===== src/rtl/soc_pkg.sv =====
// Shared SOC constants and types: timebase prescale, bus field types, timebase CSR map.
// Latency: n/a (types, constants and one pure helper function only).
// Backpressure: n/a.
package soc_pkg;

  // Prescaler terminal count for an 80 MHz core clock (80 clocks per microsecond)
  localparam int NUM_1US_CLKS = 79;

  typedef logic [6:0]  cnt_1us_t;
  typedef logic [31:0] soc_addr_t;
  typedef logic [3:0]  soc_we_t;
  typedef logic [31:0] soc_data_t;

  // Timebase register word offsets, decoded from bus_addr[4:2]
  localparam logic [2:0] TB_CTRL   = 3'd0;
  localparam logic [2:0] TB_LOAD   = 3'd1;
  localparam logic [2:0] TB_COUNT  = 3'd2;
  localparam logic [2:0] TB_STATUS = 3'd3;
  localparam logic [2:0] TB_USEC   = 3'd4;

  // CTRL register layout: bit1 ONESHOT, bit0 EN
  typedef struct packed {
    logic oneshot;
    logic en;
  } tb_ctrl_t;

  // Merge new write data into an existing word, one byte lane per enable bit
  function automatic soc_data_t apply_byte_we(soc_data_t old_dat, soc_data_t new_dat, soc_we_t we);
    soc_data_t res;
    res = old_dat;
    for (int b = 0; b < 4; b++) begin
      if (we[b]) res[8*b +: 8] = new_dat[8*b +: 8];
    end
    return res;
  endfunction

endpackage


===== src/rtl/soc_timebase_div.sv =====
// Clock divider producing a 1 us strobe and a 1 ms strobe from the core clock.
// Latency: strobes are decoded combinationally from the divider counters (no extra register stage).
// Backpressure: none; free-running, strobes cannot be stalled.
module soc_timebase_div #(
  parameter int NUM_1US_CLKS = soc_pkg::NUM_1US_CLKS,
  parameter int MS_DIV       = 1000
) (
  input  logic clk,
  input  logic arst,
  output logic tick_1us,
  output logic tick_1ms
);
  import soc_pkg::*;

  localparam int MS_W = (MS_DIV > 1) ? $clog2(MS_DIV) : 1;
  localparam cnt_1us_t        PRE_LAST = cnt_1us_t'(NUM_1US_CLKS);
  localparam logic [MS_W-1:0] MS_LAST  = MS_W'(MS_DIV - 1);

  cnt_1us_t        pre_cnt;
  logic [MS_W-1:0] ms_cnt;

  assign tick_1us = (pre_cnt == PRE_LAST);
  assign tick_1ms = tick_1us && (ms_cnt == MS_LAST);

  // Prescaler: count 0..NUM_1US_CLKS and wrap, strobing on the terminal count
  always_ff @(posedge clk or posedge arst) begin
    if (arst)          pre_cnt <= '0;
    else if (tick_1us) pre_cnt <= '0;
    else               pre_cnt <= pre_cnt + cnt_1us_t'(1);
  end

  // ms divider: count microsecond strobes 0..MS_DIV-1
  always_ff @(posedge clk or posedge arst) begin
    if (arst) begin
      ms_cnt <= '0;
    end else if (tick_1us) begin
      if (ms_cnt == MS_LAST) ms_cnt <= '0;
      else                   ms_cnt <= ms_cnt + MS_W'(1);
    end
  end

endmodule


===== src/rtl/soc_timebase.sv =====
// SOC timebase: 1 us / 1 ms strobes, free-running us counter, and a periodic/one-shot timer with CSRs.
// Latency: bus_rdy and registered bus_rdat one cycle after bus_req; irq one cycle after the expiring tick.
// Backpressure: none; every request completes in one cycle and requests may issue back to back.
module soc_timebase #(
  parameter int NUM_1US_CLKS = soc_pkg::NUM_1US_CLKS,
  parameter int MS_DIV       = 1000
) (
  input  logic                clk,
  input  logic                arst,
  output logic                tick_1us,
  output logic                tick_1ms,
  output logic [31:0]         usec_cnt,
  output logic                irq,
  input  logic                bus_req,
  input  soc_pkg::soc_addr_t  bus_addr,
  input  soc_pkg::soc_we_t    bus_we,
  input  soc_pkg::soc_data_t  bus_wdat,
  output logic                bus_rdy,
  output soc_pkg::soc_data_t  bus_rdat
);
  import soc_pkg::*;

  tb_ctrl_t  ctrl_q, ctrl_d;
  soc_data_t load_q, load_d;
  soc_data_t count_q, count_d;
  logic      expired_q, expired_d;
  logic      fire, oneshot_clr;

  logic [2:0] sel;
  logic       wr_en, wr_ctrl, wr_load, w1c_status;
  soc_data_t  rd_mux;
  logic       unused_addr;

  soc_timebase_div #(
    .NUM_1US_CLKS (NUM_1US_CLKS),
    .MS_DIV       (MS_DIV)
  ) u_div (
    .clk      (clk),
    .arst     (arst),
    .tick_1us (tick_1us),
    .tick_1ms (tick_1ms)
  );

  // Only the word index inside the 8-register window is decoded
  assign sel         = bus_addr[4:2];
  assign unused_addr = ^{bus_addr[31:5], bus_addr[1:0]};

  // CTRL only has live bits in byte 0, so its byte-0 enable gates the whole write
  assign wr_en      = bus_req && (bus_we != '0);
  assign wr_ctrl    = wr_en && (sel == TB_CTRL) && bus_we[0];
  assign wr_load    = wr_en && (sel == TB_LOAD);
  assign w1c_status = wr_en && (sel == TB_STATUS) && bus_we[0] && bus_wdat[0];

  assign irq = expired_q;

  // Timer and CSR next state: hardware countdown first, then software writes layered on top
  always_comb begin
    ctrl_d      = ctrl_q;
    load_d      = load_q;
    count_d     = count_q;
    expired_d   = expired_q;
    fire        = 1'b0;
    oneshot_clr = 1'b0;

    // Count down only while enabled with a non-zero count; a zero count is a parked timer
    if (ctrl_q.en && tick_1us && (count_q != '0)) begin
      if (count_q == 32'd1) begin
        fire = 1'b1;
        if (ctrl_q.oneshot) begin
          count_d     = '0;
          ctrl_d.en   = 1'b0;
          oneshot_clr = 1'b1;
        end else begin
          count_d = load_q;
        end
      end else begin
        count_d = count_q - 32'd1;
      end
    end

    // A LOAD write always restarts the countdown, overriding a same-cycle decrement
    if (wr_load) begin
      load_d  = apply_byte_we(load_q, bus_wdat, bus_we);
      count_d = load_d;
    end

    // One-shot auto-clear of EN beats a software write; ONESHOT still takes the written value
    if (wr_ctrl) begin
      ctrl_d.oneshot = bus_wdat[1];
      if (!oneshot_clr) ctrl_d.en = bus_wdat[0];
      if (bus_wdat[0] && !ctrl_q.en) count_d = load_q;
    end

    // Expiry set wins over a same-cycle write-1-to-clear
    if (w1c_status) expired_d = 1'b0;
    if (fire)       expired_d = 1'b1;
  end

  // Read mux over current register state; unused addresses and bits read as zero
  always_comb begin
    rd_mux = '0;
    case (sel)
      TB_CTRL:   rd_mux = {30'd0, ctrl_q};
      TB_LOAD:   rd_mux = load_q;
      TB_COUNT:  rd_mux = count_q;
      TB_STATUS: rd_mux = {31'd0, expired_q};
      TB_USEC:   rd_mux = usec_cnt;
      default:   rd_mux = '0;
    endcase
  end

  // Timer and CSR state registers
  always_ff @(posedge clk or posedge arst) begin
    if (arst) begin
      ctrl_q    <= '0;
      load_q    <= '0;
      count_q   <= '0;
      expired_q <= 1'b0;
    end else begin
      ctrl_q    <= ctrl_d;
      load_q    <= load_d;
      count_q   <= count_d;
      expired_q <= expired_d;
    end
  end

  // Free-running microsecond counter, wraps silently
  always_ff @(posedge clk or posedge arst) begin
    if (arst)          usec_cnt <= '0;
    else if (tick_1us) usec_cnt <= usec_cnt + 32'd1;
  end

  // Single-cycle bus response; read data reflects state before any same-cycle write
  always_ff @(posedge clk or posedge arst) begin
    if (arst) begin
      bus_rdy  <= 1'b0;
      bus_rdat <= '0;
    end else begin
      bus_rdy  <= bus_req;
      bus_rdat <= bus_req ? rd_mux : '0;
    end
  end

endmodule


===== config.mk =====
export PLATFORM = sky130hd
export DESIGN_NAME = soc_timebase
export DESIGN_NICKNAME = d
export VERILOG_FILES = /design/src/rtl/soc_pkg.sv /design/src/rtl/soc_timebase_div.sv /design/src/rtl/soc_timebase.sv
export SDC_FILE = /design/constraint.sdc
export NUM_CORES = 1
export LEC_CHECK = 0
export BUFFER_PORTS_ARGS = -buffer_cell sky130_fd_sc_hd__buf_2
export CAP_MARGIN = 15
export CORE_MARGIN = 2
export CORE_UTILIZATION = 35
export CTS_CLUSTER_DIAMETER = 150
export CTS_CLUSTER_SIZE = 28
export DETAILED_ROUTE_END_ITERATION = 6
export GPL_TIMING_DRIVEN = 0
export HOLD_SLACK_MARGIN = 0.06
export PLACE_DENSITY = 0.56
export REMOVE_ABC_BUFFERS = 1
export SLEW_MARGIN = 20
export SYNTH_ARGS = -nofsm -noshare
export SYNTH_HDL_FRONTEND = slang
export SYNTH_HIERARCHICAL = 1
export SYNTH_SLANG_ARGS = --single-unit
export TNS_END_PERCENT = 10

===== constraint.sdc =====
create_clock -name clk -period 5.3 [get_ports clk]
set_clock_uncertainty 0.15 [all_clocks]
set_input_delay 0.53 -clock clk [delete_from_list [all_inputs] [get_ports clk]]
set_output_delay 0.53 -clock clk [all_outputs]
set_load 0.03 [all_outputs]

==> results <==
- The synthesized design spends more area on one cell type than any other, namely sky130_fd_sc_hd__dfrtp_1.
- The worst setup path is captured at a flop.
- The delay contributed by the slowest stage of the critical path is 0.94 ns.
- The final weighted congestion of routability-driven global placement is between 0.8 and 0.9.
- Net switching is between 30% and 40% of the power.
- Across the run, the number of max-cap violations was 0.
- The worst voltage drop across the vdd grid is a little under 200 µV.
- The count of instances resized after the clock tree is built is 0.
- The final layout contains routed wiring with a total length of 26,400 µm.
- The internal portion of the total power is 2.18 mW.
- The proportion of register bits with asynchronous set or reset after synthesis is 100%.
- The worst path uses 76.7% of the clock period.
- For the pin with the worst max-slew slack, the measured transition is approximately 1.1 ns.
- The post-synthesis cell count is 918.
- The slowest stage of the critical path is the sky130_fd_sc_hd__nor2_1 cell.
- The fraction of synthesized cell area taken by the top area cell type is 44.8%.
- The sum of overflow across all layers after global routing is 0.
- The number of inserted filler cells in the final layout is 2,395.
- The cell with the most instances after synthesis is sky130_fd_sc_hd__dfrtp_1.
- The first global-routing pass estimated 41,800 µm of wire.
- The number of register bits inferred by synthesis is 149.
- The highest attainable clock frequency is 246 MHz.
- In this run the tightest slew margin relative to its limit is 23.1%.
- The average size of a mapped cell is between 9 and 10 µm².
- The power per standard cell area is 323 nW/µm².
- The category of the worst setup path launch point is a flop.
- Counting flops with a built-in enable in the synthesized netlist gives 0.
- In the final layout, the multi-input gates occupy 4340 µm².
- The clock network fraction of total power is 38.3%.
- Summing all flip-flop and latch instances after layout gives 3730 µm².
- The type of the setup path with the least slack is flop to flop.
- The final critical-path required period is 4.07 ns.
- The placeable core region is approximately 23,000 µm².
- The CTS tree is done.
- The clock root buffer is sky130_fd_sc_hd__clkbuf_16.
- The class of the most critical hold timing path is primary input to flop.
- The first detailed-routing pass took 6 iterations.
- The signal on the critical path passes through ha_1, nand3_2, or3_1, clkinv_1, nand4_1, nor2_1, nand2_1, nor2_1, nand4_1, xnor2_1.
- The placed cell area is 9230 µm².
- At the later pin of the worst-skew pair, clock insertion delay measures 0.44 ns.
- STA puts the critical path data required time at between 5 and 6 ns.
- In this run the remaining antenna-violating nets after routing total 0.
- Clock-pin slew was measured on the worst setup and hold paths at around 0.070 ns.
- Along the worst path, the maximum fanout reaches 18.
- The routed wirelength normalized by instance count is 19.8 µm.
- The cell area after synthesis is 8320 µm².
- The number of input and output port buffers inserted is 109.
- The width of the chip is 158 µm.
- Combinational logic is responsible for 15.5% of the overall power.
- The via count of the first global-routing pass came to 7,228.
- In the routed design, unresolved DRC markers number 0.
- The die covers 25,000 µm².
- The count of final setup violators is 0.
- In the synthesized netlist, the cells that appear most often are 149 x sky130_fd_sc_hd__dfrtp_1, 118 x sky130_fd_sc_hd__nor2_1, 95 x sky130_fd_sc_hd__nand2_1.
- The clock passes through at most 2 buffers.
- The layout-stage area growth over the synthesis result is 18.0%.
- The number of placed instances with taps included is between 1,000 and 1,500.
- The run finished with clean final reports.
- The final count of pins violating max slew is 0.
- The first routing iteration left between 600 and 700 violations.
- Setup repair after global routing left no endpoint under its margin.
- The overall die height is 158 µm.
- Among all flip-flop cells after synthesis, the most frequent one is sky130_fd_sc_hd__dfrtp_1.
- The number of buffers inserted during clock tree synthesis is 17.
- The final hold violation count was 0.
- The effective utilization at floorplan is 35.5%.
- For this design the static power due to leakage is 4.31 nW.
- In this run the power spent charging and discharging nets is around 0.98 mW.
- The average via count per standard cell is 5.67.
- The floorplan has between 50 and 60 rows.
- The count of pins on the block boundary is 139.
- The distinct cell type count of the synthesized netlist is 75.
- The pin count of the biggest net entering global routing is 98.
- The total routing resource utilization after global routing is a little over a fifth.
- Sorting the synthesized cells by area gives the leading types as sky130_fd_sc_hd__dfrtp_1 45%, sky130_fd_sc_hd__nor2_1 5.3%, sky130_fd_sc_hd__nand2_1 4.3%.
- In the final layout, the share of cells above drive strength 1 is around a fifth.
- The final layout net count is ~1,100.
- The total number of vias is 7,560.
- The TritonCTS sink count is 149.
- The number of levels the H-tree was split into is 4.
- The number of warnings printed during yosys synthesis is 6.
- In this run, flip-flops and latches consume 46.2% of the power.
- After legalization and detailed placement, the total HPWL measured between 15,000 and 20,000 µm.
- The final design area excluding fillers is 9810 µm².
- Sequential elements use approximately 45% of the synthesized area.
- The initial antenna violation count is 1.
- The number of cells in the finished layout apart from fillers is between 1,000 and 1,500.
- Data arrives at the worst endpoint at 4.23 ns.
- Once layout is complete, the utilization of the core stands at 41.9%.
per-stage QoR:
stage / hold slack, ns / setup WS (ns) / setup TNS (ns) / power [mW]
5_1_grt: 0.165 / 1.04 / 0 / 3.31
2_1_floorplan: 0.298 / 1.09 / 0 / 1.76
3_5_place_dp: 0.326 / 1.30 / 0 / 1.96
4_1_cts: 0.148 / 1.28 / 0 / 3.18
6_report: 0.159 / 1.23 / 0 / 3.16
3_3_place_gp: 0.321 / -0.880 / -114.60 / 1.94
what timing repair did:
item | 4_1_cts | 5_1_grt
hold endpoints to repair | 35 | 0
hold buffers | 1 | 0
buffers inserted | 0 | 0
per-layer routing:
metal  wire [µm]  vias up  track usage [%]  part of all wire (%)
li1            -     3515                -                     -
met1       12400     3736             31.0                    47
met2       11800      261             32.3                    45
met3        1520       48             3.61                   5.8
met4         743        0             9.91                   2.8
met5           0        -                0                     0
registers in the layout (all words and copies together) (netlist names):
name and cells:
u_div/pre_cnt 7, load_q 32, ctrl_q 2, bus_rdy 1, count_q 32, irq 1, usec_cnt 32, bus_rdat 32
u_div/ms_cnt 10
power groups by stage:
stage | combinational [mW] | clock [mW] | sequential (mW)
final | 0.490 | 1.21 | 1.46
after global routing | 0.546 | 1.28 | 1.48
after CTS | 0.489 | 1.24 | 1.46
after detailed placement | 0.484 | 0 | 1.48
after global placement | 0.464 | 0 | 1.47
after floorplan | 0.334 | 0 | 1.43
path summary, 6_finish.rpt:
kind	slack [ns]	cells past startpoint	to	from
setup / recovery	1.23	10	usec_cnt[31]$_DFFE_PP0P_	u_div/pre_cnt[0]$_DFF_PP0_
hold / removal	0.16	3	load_q[31]$_DFFE_PP0P_	bus_wdat[31]
setup reg to reg	1.23	10	usec_cnt[31]$_DFFE_PP0P_	u_div/pre_cnt[0]$_DFF_PP0_
hold reg to reg	0.33	1	u_div/pre_cnt[0]$_DFF_PP0_	u_div/pre_cnt[0]$_DFF_PP0_
max in group asynchronous	3.76	4	bus_rdat[18]$_DFF_PP0_	arst
min in group asynchronous	0.46	3	usec_cnt[0]$_DFFE_PP0P_	arst
final cells by class:
class                           instances  share of cell area [%]
Multi-Input combinational cell        703                    44.3
Clock inverter                         11                    1.30
Timing Repair Buffer                  119                    7.25
Clock buffer                           20                    4.55
Tap cell                              319                    4.07
Sequential cell                       149                    38.0
Antenna cell                            1                  0.0255
Inverter                               12                   0.536
worst max-delay path: cells and delay by family, from the launching register on:
family | cells | cell delay [ns]
and+or+nand+nor | 7 | 2.66
DFF | 1 | 0.38
buffers and inverters | 1 | 0.38
adders and majority gates | 1 | 0.21
xor gates and xnor gates | 1 | 0.15
logic make-up (layout without fill, tap and decap cells):
logic type | after synthesis | in the layout | share of synthesized area, %
other | 0 | 1 | 0
multiplexers | 38 | 38 | 4.96
flip-flops | 149 | 149 | 44.8
AND/OR/NAND/NOR | 397 | 397 | 24.4
AO/OA/AOI/OAI | 221 | 221 | 17.0
adder cells (fa/ha/maj) | 5 | 5 | 0.752
buffers and inverters | 66 | 162 | 3.69
XOR/XNOR | 42 | 42 | 4.42
cell usage in the layout (no fill, tap or decap), types with 4 or more instances in the layout:
cell                          n
sky130_fd_sc_hd__xor2_1      12
sky130_fd_sc_hd__inv_1       10
sky130_fd_sc_hd__nor4_1       6
sky130_fd_sc_hd__nand3_1     45
sky130_fd_sc_hd__nor3_1      21
sky130_fd_sc_hd__mux2_2      26
sky130_fd_sc_hd__a22oi_1     34
sky130_fd_sc_hd__and2_1       9
sky130_fd_sc_hd__a211oi_1    12
sky130_fd_sc_hd__buf_2      110
sky130_fd_sc_hd__a31oi_1     10
sky130_fd_sc_hd__xnor2_1     30
sky130_fd_sc_hd__dfrtp_1    149
sky130_fd_sc_hd__nor2b_1      4
sky130_fd_sc_hd__nand4_1     25
sky130_fd_sc_hd__ha_1         5
sky130_fd_sc_hd__o21ai_0     51
sky130_fd_sc_hd__nor3b_1      9
sky130_fd_sc_hd__nor3_2       4
sky130_fd_sc_hd__clkbuf_16   17
sky130_fd_sc_hd__buf_16       4
sky130_fd_sc_hd__nor2_1     117
sky130_fd_sc_hd__o311ai_0     5
sky130_fd_sc_hd__or4_1        5
sky130_fd_sc_hd__nand2_1     95
sky130_fd_sc_hd__a21oi_1     61
sky130_fd_sc_hd__clkinv_4     5
sky130_fd_sc_hd__mux2i_1     12
sky130_fd_sc_hd__and4_1       6
sky130_fd_sc_hd__a21boi_0     4
sky130_fd_sc_hd__and3_1      15
sky130_fd_sc_hd__or3_1        9
sky130_fd_sc_hd__o211ai_1    11
No activity file was read; power rests on OpenSTA's default activity.
